**config.mk**
```make
export PLATFORM = sky130hd
export DESIGN_NAME = alu_operand_stage_flat
export DESIGN_NICKNAME = d
export VERILOG_FILES = /design/src/rtl/alu_operand_stage_if.sv /design/src/rtl/alu_operand_stage.sv /design/src/flat_wrapper.sv
export SDC_FILE = /design/constraint.sdc
export NUM_CORES = 2
export LEC_CHECK = 0
export CAP_MARGIN = 20
export CORE_UTILIZATION = 32
export DETAILED_ROUTE_END_ITERATION = 8
export PLACE_DENSITY = 0.46
export SLEW_MARGIN = 40
export SYNTH_ARGS = -nofsm -noshare
export SYNTH_HDL_FRONTEND = slang
export SYNTH_SLANG_ARGS = --single-unit
```
**constraint.sdc**
```tcl
create_clock -name clk -period 43.6 [get_ports clk]
set_clock_uncertainty 0.1 [all_clocks]
set_input_delay 8.72 -clock clk [delete_from_list [all_inputs] [get_ports clk]]
set_output_delay 8.72 -clock clk [all_outputs]
set_load 0.05 [all_outputs]
```
**src/rtl/alu_operand_stage_if.sv**
```systemverilog
// Bundles the request, writeback and ALU-side signals of alu_operand_stage.
// master: the side that issues requests and consumes operands.
// slave: the operand stage itself.
interface alu_operand_stage_if #(
  parameter int DW = 32
);
  logic          in_valid;
  logic          in_ready;
  logic [4:0]    rs_addr;
  logic [4:0]    rt_addr;
  logic [DW-1:0] imm;
  logic          use_imm;
  logic [2:0]    alu_op_in;
  logic          we;
  logic [4:0]    wa;
  logic [DW-1:0] wd;
  logic          out_valid;
  logic          out_ready;
  logic [DW-1:0] A;
  logic [DW-1:0] B;
  logic [2:0]    ALUOp;

  modport master (
    output in_valid, rs_addr, rt_addr, imm, use_imm, alu_op_in,
    output we, wa, wd, out_ready,
    input  in_ready, out_valid, A, B, ALUOp
  );

  modport slave (
    input  in_valid, rs_addr, rt_addr, imm, use_imm, alu_op_in,
    input  we, wa, wd, out_ready,
    output in_ready, out_valid, A, B, ALUOp
  );
endinterface

```
**src/rtl/alu_operand_stage.sv**
```systemverilog
// EX-input operand stage: general register file, operand selection and a
// single-entry valid/ready buffer that presents stable {A, B, ALUOp} to the ALU.
// Optional feature macro: OPS_SHIFT_MASK_EN -- when defined, B is limited to
// its low 5 bits for the shift opcodes (4 srl, 5 sra).
module alu_operand_stage #(
  parameter int NREG = 32,
  parameter int DW   = 32
) (
  input logic              clk,
  input logic              reset,
  alu_operand_stage_if.slave bus
);

  logic [DW-1:0] grf [NREG];

  logic          out_valid_q;
  logic [DW-1:0] a_q;
  logic [DW-1:0] b_q;
  logic [2:0]    op_q;

  logic          accept;
  logic [DW-1:0] a_sel;
  logic [DW-1:0] rt_val;
  logic [DW-1:0] b_sel;
  logic [DW-1:0] b_cap;

  assign bus.in_ready  = !out_valid_q || bus.out_ready;
  assign bus.out_valid = out_valid_q;
  assign bus.A         = a_q;
  assign bus.B         = b_q;
  assign bus.ALUOp     = op_q;

  assign accept = bus.in_valid && bus.in_ready;

  // Register reads: $0 is hard zero, a same-cycle writeback to the read address is forwarded.
  always_comb begin
    a_sel  = '0;
    rt_val = '0;
    if (bus.rs_addr != 5'd0) begin
      a_sel = (bus.we && (bus.wa == bus.rs_addr)) ? bus.wd : grf[bus.rs_addr];
    end
    if (bus.rt_addr != 5'd0) begin
      rt_val = (bus.we && (bus.wa == bus.rt_addr)) ? bus.wd : grf[bus.rt_addr];
    end
  end

  // Operand B selection, optionally trimmed to a legal shift amount.
  always_comb begin
    b_sel = bus.use_imm ? bus.imm : rt_val;
`ifdef OPS_SHIFT_MASK_EN
    if ((bus.alu_op_in == 3'd4) || (bus.alu_op_in == 3'd5)) begin
      b_cap = {{(DW-5){1'b0}}, b_sel[4:0]};
    end else begin
      b_cap = b_sel;
    end
`else
    b_cap = b_sel;
`endif
  end

  // Register file writeback; $0 is never written so it stays zero.
  always_ff @(posedge clk or posedge reset) begin
    if (reset) begin
      for (int i = 0; i < NREG; i++) begin
        grf[i] <= '0;
      end
    end else if (bus.we && (bus.wa != 5'd0)) begin
      grf[bus.wa] <= bus.wd;
    end
  end

  // Output buffer: load on accept, drop valid on consume-only, hold otherwise.
  always_ff @(posedge clk or posedge reset) begin
    if (reset) begin
      out_valid_q <= 1'b0;
      a_q         <= '0;
      b_q         <= '0;
      op_q        <= '0;
    end else if (accept) begin
      out_valid_q <= 1'b1;
      a_q         <= a_sel;
      b_q         <= b_cap;
      op_q        <= bus.alu_op_in;
    end else if (bus.out_ready) begin
      out_valid_q <= 1'b0;
    end
  end

endmodule

```
**src/flat_wrapper.sv**
```systemverilog
// flat-port wrapper written by rule: the top's interface ports become plain ports
module alu_operand_stage_flat 
#(
  parameter int NREG = 32,
  parameter int DW   = 32
)
  (clk, reset, bus_in_valid, bus_rs_addr, bus_rt_addr, bus_imm, bus_use_imm, bus_alu_op_in, bus_we, bus_wa, bus_wd, bus_out_ready, bus_in_ready, bus_out_valid, bus_A, bus_B, bus_ALUOp);
  alu_operand_stage_if #(.DW(DW)) bus_i ();
  input logic clk;
  input logic reset;
  input wire logic [$bits(bus_i.in_valid)-1:0] bus_in_valid;
  input wire logic [$bits(bus_i.rs_addr)-1:0] bus_rs_addr;
  input wire logic [$bits(bus_i.rt_addr)-1:0] bus_rt_addr;
  input wire logic [$bits(bus_i.imm)-1:0] bus_imm;
  input wire logic [$bits(bus_i.use_imm)-1:0] bus_use_imm;
  input wire logic [$bits(bus_i.alu_op_in)-1:0] bus_alu_op_in;
  input wire logic [$bits(bus_i.we)-1:0] bus_we;
  input wire logic [$bits(bus_i.wa)-1:0] bus_wa;
  input wire logic [$bits(bus_i.wd)-1:0] bus_wd;
  input wire logic [$bits(bus_i.out_ready)-1:0] bus_out_ready;
  output wire logic [$bits(bus_i.in_ready)-1:0] bus_in_ready;
  output wire logic [$bits(bus_i.out_valid)-1:0] bus_out_valid;
  output wire logic [$bits(bus_i.A)-1:0] bus_A;
  output wire logic [$bits(bus_i.B)-1:0] bus_B;
  output wire logic [$bits(bus_i.ALUOp)-1:0] bus_ALUOp;
  assign bus_i.in_valid = bus_in_valid;
  assign bus_i.rs_addr = bus_rs_addr;
  assign bus_i.rt_addr = bus_rt_addr;
  assign bus_i.imm = bus_imm;
  assign bus_i.use_imm = bus_use_imm;
  assign bus_i.alu_op_in = bus_alu_op_in;
  assign bus_i.we = bus_we;
  assign bus_i.wa = bus_wa;
  assign bus_i.wd = bus_wd;
  assign bus_i.out_ready = bus_out_ready;
  assign bus_in_ready = bus_i.in_ready;
  assign bus_out_valid = bus_i.out_valid;
  assign bus_A = bus_i.A;
  assign bus_B = bus_i.B;
  assign bus_ALUOp = bus_i.ALUOp;
  alu_operand_stage #(.NREG(NREG), .DW(DW)) u_core (.clk(clk), .reset(reset), .bus(bus_i));
endmodule
```
==> reports/qor.yml <==
coreArea_um2: 179000
cts.sinks: 1092
multiInputGateArea_um2: 28800
p_comb_share_pct: 20.6
postCtsSetupBuffers: 0
drc: 0
synth-compound-area-share_pct: 3.58
grt_max_degree: 137
synth-simple-area-share_pct: 2.49
p_leak_uw: 0.0279
final.period_utilization_pct: 43.6
htree_levels: 4
hold_viol_final: 0
outcome: "finished, final reports clean"
cp-start-kind: "input pin"
crit_type: "input pin to primary output"
async_flop_share_pct: 100
timing.hold.ws_ns: 0.295
hpwl_um: 114000
synth.distinct_cells: 54
nets: 3831
power.total_uw: 3170
synth_adder_area_share_pct: 0
clock_path_buffers: 3
end_kind: "primary output"
synth_ff_type: "dfrtp_1"
synth-seq-area-share_pct: 47.5
wire_per_inst_um: 33.3
synth_fp_nets: 3863
area_delta_synth_final_pct: 15.1
timing.critical_path.mode_cell: "clkdlybuf4s50_1"
io_pins: 157
synth_cells: 3775
ant_nets: 0
final-seq-area_um2: 27300
synth_seq_cells: 1092
p_sw_uw: 897
dp.cells: 5957
cts_inserted_buffers: 135
grt_pass1_wl_um: 298000
drt_wl_total_um: 207000
overflow: 0
required_ns: 34.78
max_freq_ghz: 0.0526
max_cap_violations: 0
yosysWarnings: 0
switching_share_pct: 28.3
clk_pin_slew_worst_paths_ns: 0.05
cp_cell_sequence: "clkdlybuf4s50_1, nand2b_1, clkdlybuf4s50_1"
drv_slew: 0
start_util_pct: 32.2
cts_root_buffer: "clkbuf_16"
die-height_um: 426
via_per_inst: 5.77
holdBufCountCts: 0
fin_crit_ns: 19.03
synth_top_family_by_area: "multiplexers"
die_w_um: 426
synthMuxAreaShare_pct: 43.0
grt_use_total_pct: 23.1
cp_slowest_cell: "clkdlybuf4s50_1"
slew_headroom_pct: 40.1
grt_pass1_vias: 38300
drive_above_1_share_pct: 51.2
io_buffers: 156
synth_area_per_cell_um2: 15.2
crit_fanout: 4
cp_top_family: "buffers and inverters"
setup_viol: 0
power_frac_seq_pct: 43.0
p_int_uw: 2270
firstDrtPassIters: 7
cp_slowest_stage_delay_ns: 0.84
drt_iter0_markers: 2638
clkPwrFrac_pct: 36.4
synth-xor-area-share_pct: 0.165
synth-edff-count: 0
ir_drop_v: 0.0000352
powerDensity_nw_per_um2: 47.8
dieArea_um2: 182000
syn-cell-area_um2: 57600
fin_cells: 6207
num_rows: 155
antenna_found_initial: 14
cts-resized-gates: 0
tns_ns: 0
ff2ff_setup_slack_ns: 40.60
clock_latency_ns: 0.79
cp.buffers_inverters: 2
place_congestion: 0.762
vias: 35800
fillCellCount: 16800
cts_tree: "done"
cp.arrival_ns: 10.20
rsz0062_at_grt: "false"
tightest_slew_ns: 0.899
hold_path.class: "flop to flop"
[layout by cell type (no fill, tap or decap), types with 38 or more instances in the layout]
cell	synthesis	final
a21oi_1	38	38
dfrtp_1	1092	1092
mux4_2	505	505
buf_4	22	68
a22oi_1	61	61
mux2_2	1061	1061
mux2i_1	140	140
clkdlybuf4s50_1	0	132
nand2b_1	68	68
nand3_1	46	46
clkbuf_16	0	142
[path summary, 6_finish.rpt]
kind / depth (start not counted) / from / to
setup / recovery: 3 / bus_out_ready / bus_in_ready
max in group asynchronous: 6 / reset / u_core.grf[487]$_DFFE_PP0P_
min in group asynchronous: 2 / reset / u_core.grf[894]$_DFFE_PP0P_
setup reg to reg: 7 / u_core.bus.out_valid$_DFFE_PP0P_ / u_core.bus.A[15]$_DFFE_PP0P_
hold reg to reg: 0 / u_core.grf[1005]$_DFFE_PP0P_ / u_core.grf[1005]$_DFFE_PP0P_
hold / removal: 0 / u_core.grf[1005]$_DFFE_PP0P_ / u_core.grf[1005]$_DFFE_PP0P_
[through the flow]
stage / setup WS [ns] / util, % / cell area (um^2)
floorplan: 4.04 / - / 57600
global placement: 24.49 / 34.3 / 61300
detailed placement: 24.56 / 34.5 / 61600
CTS: 24.56 / 37.0 / 66100
global route: 24.51 / 37.1 / 66200
finish: 24.58 / 37.1 / 66200
[sequential cells by signal (all words and copies together) (netlist names)]
signal	count
u_core.bus.A	32
u_core.bus.out_valid	1
u_core.grf	1024
u_core.bus.B	32
u_core.bus.ALUOp	3
[cell type report]
class,count,share of cell area (%)
clock buffers,202,6.14
inverters,2,0.0302
well taps,2355,4.45
diodes,7,0.0265
repair buffers,264,3.97
flip-flops and latches,1092,41.3
clock inverters,37,0.665
multi-input cells,2248,43.5
[power by group through the flow]
stage / clock (uW) / sequential [uW] / combinational, uW
finish: 1150 / 1360 / 654
global route: 1220 / 1390 / 699
CTS: 1180 / 1360 / 660
detailed placement: 0 / 1370 / 659
global placement: 0 / 1370 / 648
floorplan: 0 / 1360 / 459
[worst register-to-register path: stages, from the launching register on]
cell and delay [ns]:
dfrtp_1 0.38, nand2b_1 0.18, nand2_4 0.41, buf_4 0.48, nor4_4 0.46, buf_6 0.61, a22oi_1 0.20, nand3_1 0.11
[cells in the mapped netlist (38+ instances only)]
library cell,n,area share (%)
dfrtp_1,1092,47
mux2_2,1061,21
mux4_2,505,20
clkbuf_1,248,1.6
mux2i_1,140,2.4
buf_2,90,0.78
nand2b_1,68,0.74
buf_1,63,0.41
a22oi_1,61,0.80
nand3_1,46,0.40
nand2_1,43,0.28
a21oi_1,38,0.33
nor2_1,38,0.25
[cells by family (layout without fill, tap and decap cells)]
group	count (synthesis)	count (layout)
compound gates	273	273
xor+xnor	10	10
buf+inv	435	505
flops	1092	1092
mux	1706	1706
other cells	0	7
simple gates	259	259
[routing by layer]
layer / global-route usage [%] / part of all wire [%]
met5: 0 / 0.0063
met4: 8.60 / 3.9
met3: 3.73 / 4.6
met2: 38.3 / 49
met1: 30.3 / 42
(Power assumes the default switching activity.)
